--- config.mk ---
export PLATFORM = sky130hd
export DESIGN_NAME = m_seq
export DESIGN_NICKNAME = d
export VERILOG_FILES = /design/src/rtl/m_seq.sv
export SDC_FILE = /design/constraint.sdc
export NUM_CORES = 1
export LEC_CHECK = 0
export ABC_CLOCK_PERIOD_IN_PS = 1600
export BUFFER_PORTS_ARGS = -buffer_cell sky130_fd_sc_hd__buf_2
export CAP_MARGIN = 20
export CORE_MARGIN = 4
export CORE_UTILIZATION = 35
export CTS_CLUSTER_SIZE = 14
export DETAILED_ROUTE_END_ITERATION = 10
export GPL_TIMING_DRIVEN = 0
export PLACE_DENSITY = 0.59
export SYNTH_ARGS = -nofsm -noshare
export SYNTH_HDL_FRONTEND = slang
export SYNTH_SLANG_ARGS = --single-unit
--- constraint.sdc ---
create_clock -name clk -period 1.6 [get_ports clk]
set_input_delay 0.24 -clock clk [delete_from_list [all_inputs] [get_ports clk]]
set_output_delay 0.24 -clock clk [all_outputs]
set_load 0.05 [all_outputs]
--- src/rtl/m_seq.sv ---
// m_seq: instruction sequencer feeding the m_acc accumulator operand.
// Fetches 8-bit words over req/ack and drives data for one EXEC cycle.
//
// Ports:
//   clk        system clock, rising edge
//   rst_n      asynchronous active-low reset
//   start      run pulse, honoured only in IDLE or HALT
//   acc_in     accumulator value fed back from m_acc
//   mem_rdata  memory read data, valid with mem_ack
//   mem_ack    memory acknowledge
//   mem_req    memory read request
//   mem_addr   memory word address
//   data       registered operand to m_acc (zero outside EXEC)
//   pc         program counter
//   busy       high outside IDLE and HALT
//   halted     high in HALT
module m_seq (
    input  logic       clk,
    input  logic       rst_n,
    input  logic       start,
    input  logic [7:0] acc_in,
    input  logic [7:0] mem_rdata,
    input  logic       mem_ack,
    output logic       mem_req,
    output logic [4:0] mem_addr,
    output logic [7:0] data,
    output logic [4:0] pc,
    output logic       busy,
    output logic       halted
);

    typedef enum logic [2:0] {
        S_IDLE,
        S_FETCH,
        S_DECODE,
        S_OPER,
        S_EXEC,
        S_HALT
    } state_t;

    localparam logic [2:0] OP_NOP  = 3'b000;
    localparam logic [2:0] OP_ADDI = 3'b001;
    localparam logic [2:0] OP_SUBI = 3'b010;
    localparam logic [2:0] OP_LDI  = 3'b011;
    localparam logic [2:0] OP_ADDM = 3'b100;
    localparam logic [2:0] OP_JMP  = 3'b101;
    localparam logic [2:0] OP_JZ   = 3'b110;
    localparam logic [2:0] OP_HALT = 3'b111;

    state_t     state;
    state_t     state_n;
    logic [4:0] pc_n;
    logic [7:0] ir;
    logic [7:0] ir_n;
    logic [7:0] data_n;

    logic [2:0] opc;
    logic [4:0] fld;
    logic [7:0] imm;

    assign opc = ir[7:5];
    assign fld = ir[4:0];
    assign imm = {3'b000, fld};

    always_ff @(posedge clk or negedge rst_n) begin
        if (!rst_n) begin
            state <= S_IDLE;
            pc    <= '0;
            ir    <= '0;
            data  <= '0;
        end else begin
            state <= state_n;
            pc    <= pc_n;
            ir    <= ir_n;
            data  <= data_n;
        end
    end

    // data_n defaults to zero so the operand register is only
    // non-zero for the single cycle spent in EXEC.
    always_comb begin
        state_n = state;
        pc_n    = pc;
        ir_n    = ir;
        data_n  = '0;
        unique case (state)
            S_IDLE, S_HALT: begin
                if (start) begin
                    pc_n    = '0;
                    state_n = S_FETCH;
                end
            end
            S_FETCH: begin
                if (mem_ack) begin
                    ir_n    = mem_rdata;
                    pc_n    = pc + 5'd1;
                    state_n = S_DECODE;
                end
            end
            S_DECODE: begin
                state_n = S_FETCH;
                unique case (opc)
                    OP_NOP: begin
                        state_n = S_FETCH;
                    end
                    OP_ADDI: begin
                        data_n  = imm;
                        state_n = S_EXEC;
                    end
                    OP_SUBI: begin
                        data_n  = ~imm + 8'd1;
                        state_n = S_EXEC;
                    end
                    OP_LDI: begin
                        // adding imm - acc leaves the accumulator at imm
                        data_n  = imm - acc_in;
                        state_n = S_EXEC;
                    end
                    OP_ADDM: begin
                        state_n = S_OPER;
                    end
                    OP_JMP: begin
                        pc_n = fld;
                    end
                    OP_JZ: begin
                        if (acc_in == 8'd0) begin
                            pc_n = fld;
                        end
                    end
                    OP_HALT: begin
                        state_n = S_HALT;
                    end
                endcase
            end
            S_OPER: begin
                if (mem_ack) begin
                    data_n  = mem_rdata;
                    state_n = S_EXEC;
                end
            end
            S_EXEC: begin
                state_n = S_FETCH;
            end
            default: begin
                state_n = S_IDLE;
            end
        endcase
    end

    // Request lines depend on registered state only, so they are
    // stable for the whole wait and drop as soon as reset hits.
    always_comb begin
        mem_req  = 1'b0;
        mem_addr = '0;
        busy     = 1'b1;
        halted   = 1'b0;
        unique case (1'b1)
            state == S_FETCH: begin
                mem_req  = 1'b1;
                mem_addr = pc;
            end
            state == S_OPER: begin
                mem_req  = 1'b1;
                mem_addr = fld;
            end
            state == S_IDLE: begin
                busy = 1'b0;
            end
            state == S_HALT: begin
                busy   = 1'b0;
                halted = 1'b1;
            end
            default: begin
                busy = 1'b1;
            end
        endcase
    end

endmodule
**Word-level counts from Yosys, hierarchy flattened**

Cells that the tools add are included.

- Shift-type cells: 0
- Add/subtract/negate cells: 3
- Equal/unequal tests: 17
- Div/mod/pow operators: 0
- Reduce and logical (&&, ||, !) cells: 9
- Multiply operators: 0
- Magnitude comparators: 0
- Bitwise operators: 1
- Multiplexer cells: 17

Operators with widths:

| kind | count |
|---|---|
| $pmux 8 s3 | 1 |
| $pmux 5 s2 | 2 |
| $eq 3x3->1 const B | 6 |
| $pmux 8 s2 | 1 |
| $mux 5 | 3 |
| $pmux 3 s5 | 1 |
| $pmux 5 s3 | 1 |
| $eq 3x2->1 const B | 4 |
| $mux 3 | 3 |
| $pmux 3 s3 | 1 |
| $add 8x1->8 const B | 1 |
| $logic_not 8->1 | 1 |
| $mux 8 | 1 |
| $not 5->8 | 1 |
| $sub 5x8->8 | 1 |
| $eq 3x1->1 const B | 2 |
| $add 5x1->5 const B | 1 |
| $reduce_and 5->1 | 1 |
| $ne 2x2->1 const B | 2 |
| $reduce_or 2->1 | 2 |
| $logic_not 3->1 | 1 |
| $mux 1 | 3 |
| $ne 3x2->1 const B | 1 |
| $ne 3x3->1 const B | 1 |
| 5 further kinds | 5 |

- Flip-flop bits (word level): 24
- Memories: 0
- Word-level logic and storage cells: 51
- Memory bits (writable): 0
- Input port bits: 20
- Latch bits: 0
- ROM bits: 0

**Depth between registers and ports, before layout**

- Depth in word-level cells: 4
- Gate-level depth with buffers: 8
- Depth with buffers taken out: 8

**Worst setup path before layout**

No wires, ideal clock.

- Path kind: register to output
- From: register state[0]
- To: output port busy
- Buffers on the path: 2
- Cell stages (with the launch flop): 6
- Setup slack: -193 ps
- Arrival time: 1553 ps
- Cell sequence: dfrtp_1 -> buf_6 -> nand2b_1 -> buf_4 -> inv_1 -> or3_1

- Longest elaborated chain between the ends: 3

Ends and longest elaborated chain:

| element | RTL line | source |
|---|---|---|
| from (decl) | 50 | `state_t state;` |
| from (signal assigned) | 72 | `state <= state_n;` |
| $eq 3x3->1 / $logic_not 3->1 (equally long branches) | 169, 166 |  |
| $reduce_or 2->1 (no source line) (*) | n/a |  |
| $mux 1 (*) | 157 | `unique case (1'b1)` |
| to (decl) | 28 | `output logic busy,` |

Every way passes the cells marked *; elsewhere a longest branch is shown, timed or not.

**Final worst setup path**

- From: register state[1]
- To: output port busy

Same word-level chain as after synthesis.

==> qor.json <==
{
  "status": {
    "outcome": "finished with violations",
    "violated_checks": "negative setup slack"
  },
  "detailed_routing": {
    "top_layer": "met4",
    "drt_iter0_markers": 88,
    "avgViaCountPerCell": 5.05,
    "drt_pass1_iterations": 4,
    "postRouteAntennaNets": 0,
    "num_vias": 1667,
    "post-route-drc-count": 0,
    "met3WireLength_um": 240,
    "detailroute.wirelength.met2_um": 2420,
    "detailed_route_wire_length_on_metal_1_um": 2250,
    "average_wire_length_per_cell_after_detail_routing_um": 15.2,
    "wirelength_um": 5010
  },
  "floorplanning": {
    "initial_utilization": 0.370,
    "chip_height_um": 79.4,
    "pin_count": 41,
    "die_w_um": 79.4,
    "fp.dieArea_um2": 6300,
    "std_cell_rows": 25,
    "core_area_um2": 4820
  },
  "timing": {
    "clock_skew_ps": 8.70,
    "drv_slew": 0,
    "timing.fmax_mhz": 581,
    "final_hold_viol_count": 0,
    "max_slew_margin": 0.629,
    "finalWorstSetupSlack_ps": -120,
    "rsz_0062_raised_after_global_routing": "yes",
    "timing.final.crit_period_ps": 1720,
    "worst_tran_pin_value_ps": 557,
    "finalSetupViolations": 7,
    "timing.final.crit_share": 1.08
  },
  "setup_path": {
    "rr_endpoint": "data[6]",
    "critical_path.startpoint_type": "register",
    "rr_worst_depth": 8,
    "worstPathRequired_ps": 1360,
    "ordered_list_of_cells_on_the_worst_path": "buf_6, buf_12, or3_4, buf_8",
    "worst-path-max-fanout": 10,
    "arrival_ps": 1480,
    "worst-setup-path-type": "reg -> out",
    "worstReg2RegStart": "ir[0]",
    "critPathMaxStageDelay_ps": 390,
    "r2r_setup_slack_ps": -90,
    "endpoint_kind": "primary output",
    "slowest_stage": "or3_4"
  },
  "clock_tree": {
    "cts.sink_count": 24,
    "skew_pair_late_insertion_delay_ps": 270,
    "cts_buffer_depth": 2,
    "clock_edge_transition_at_the_registers_on_the_reported_setup_and_hold_paths_ps": 90,
    "tritoncts": "yes",
    "ctsRootBufferMaster": "clkbuf_8",
    "htree_levels": 1,
    "tritoncts.num_buffers": 3
  },
  "grt": {
    "maximum_number_of_pins_on_one_net_before_global_route_repair": 25,
    "total_global_routing_track_utilization": 0.161,
    "grt.overflow.total": 0,
    "antenna_found_initial": 0,
    "grt_pass1_wl_um": 7930,
    "grt_pass1_vias": 1593
  },
  "placement": {
    "place_hpwl_um": 3420,
    "place.detailed.instances": 306,
    "gp_routability_congestion": 0.804,
    "dpl_worst_slack_ps": -193,
    "detailed_place.area_um2": 2130,
    "io_buffer_count": 40
  },
  "yosys": {
    "syn_avg_cell_area_um2": 8.97,
    "ys_top_cells_by_count": "dfrtp_1 (24), nor2_1 (20), nand2_1 (18)",
    "netlist_instances": 199,
    "synth_ff_type": "dfrtp_1",
    "synth_largest_type_area_fraction": 0.337,
    "yosys.cell_count.top_type": "dfrtp_1",
    "post_synth_instance_area_um2": 1780,
    "postSynthNetCount": 228,
    "ys_seq_elements": 24,
    "synth_enable_flop_cells": 0,
    "synth_seq_area_share": 0.337,
    "post_synth_main_area_contributors": "dfrtp_1 (34%), ha_1 (5.6%), nor2_1 (4.2%), o21ai_0 (3.9%), nand2_1 (3.8%)",
    "synthArstFlopShare": 1.00,
    "synthDistinctLibCells": 51,
    "post-synth-top-area-cell": "dfrtp_1",
    "synthesis.yosys.warnings": 0
  },
  "worst_hold_path": {
    "worst_hold_path_type": "in -> reg",
    "min_path_cells": 3,
    "hold_path_end": "ir[7]",
    "holdCritStartpoint": "mem_rdata[7]"
  },
  "power_and_ir_drop": {
    "design_power_total_mw": 5.62,
    "power-per-cell-area_nw_per_um2": 2200,
    "cellLeakagePower_nw": 1.14,
    "power.ir.vdd_worst_mv": 0.922
  },
  "final_layout": {
    "post_layout_nonfiller_instances": 330,
    "final_cell_area_um2": 2550,
    "layout-drive-gt1-share": 0.452,
    "antenna_cells_inserted": 0,
    "num-nets-final": 293,
    "finalCoreUtilization": 0.530,
    "area_delta_synth_final_pct": 43.2
  },
  "run": {
    "maxCapViolations": 0
  }
}
==> state kept, by name, summed over array words and instances, names as in the netlist <==
register  count
data          8
pc            5
ir            8
state         3
==> cell usage in the layout, fill, tap and decap left out, types with 4 or more instances in the layout <==
cell      instances
nand2b_1          4
a21oi_1           8
nor3_1            6
o21ai_1          11
buf_6             9
nor2_1           14
ha_4              4
xnor2_1           4
o21ai_0          10
buf_2            37
inv_1             9
xor2_1            4
buf_4            19
nand2_1          18
nor2_2            5
dfrtp_1          23
mux2_4            5
==> critical path, delay by kind of cell, from the launching register on <==
family	cells	cell delay, ps
and+or+nand+nor	1	390
DFF	1	380
buffers and inverters	3	430
==> logic make-up after synthesis <==
kind of cell | Yosys count | synth area share
XOR/XNOR | 8 | 0.0393
AND/OR/NAND/NOR | 69 | 0.210
AO/OA/AOI/OAI | 54 | 0.198
multiplexers | 12 | 0.0778
buffers and inverters | 23 | 0.0715
flip-flops | 24 | 0.337
adder cells (fa/ha/maj) | 9 | 0.0673
==> report_power, final <==
| group | switching, mW | total, mW | internal, mW |
|---|---|---|---|
| registers | 0.254 | 1.08 | 0.827 |
| logic | 2.26 | 4.00 | 1.74 |
| clock network | 0.201 | 0.536 | 0.335 |
| total | 2.72 | 5.62 | 2.90 |
==> worst max path at each step <==
| stage | startpoint | end | slack [ps] | cells after the start |
|---|---|---|---|---|
| CTS | ir[2] | data[7] | -160 | 6 |
| detailed placement | ir[0] | data[6] | -190 | 8 |
| finish | state[1] | busy | -120 | 4 |
| global placement | ir[0] | data[6] | -180 | 8 |
| floorplan | state[1] | mem_addr[4] | -120 | 4 |
| global route | ir[0] | data[6] | -190 | 8 |
==> cell type report <==
class	count	area (um^2)
clock inverters	1	30.0
well taps	67	83.8
multi-input cells	152	1240
clock buffers	3	41.3
fillers	441	2260
flip-flops and latches	24	602
plain buffers	9	88.8
inverters	12	45.0
repair buffers	62	420
==> layer usage <==
metal / global-route usage / vias up
li1: - / 836
met1: 0.219 / 775
met2: 0.258 / 48
met3: 0.0293 / 8
met4: 0.0550 / 0
met5: 0 / -
==> repair_timing <==
item	in CTS	in global routing
gates resized for setup	43	12
pin swaps	10	7
hold buffers	1	0
endpoints found under the hold margin	24	0
gates cloned	1	0
buffers inserted	13	8
setup endpoints to repair	20	25
==> per-stage QoR <==
stage	TNS, ps	hold WS (ps)
5_1_grt	-1510	203
4_1_cts	-522	187
3_3_place_gp	-841	263
2_1_floorplan	-339	-55.6
3_5_place_dp	-873	267
6_report	-378	192
(Power assumes the default switching activity.)
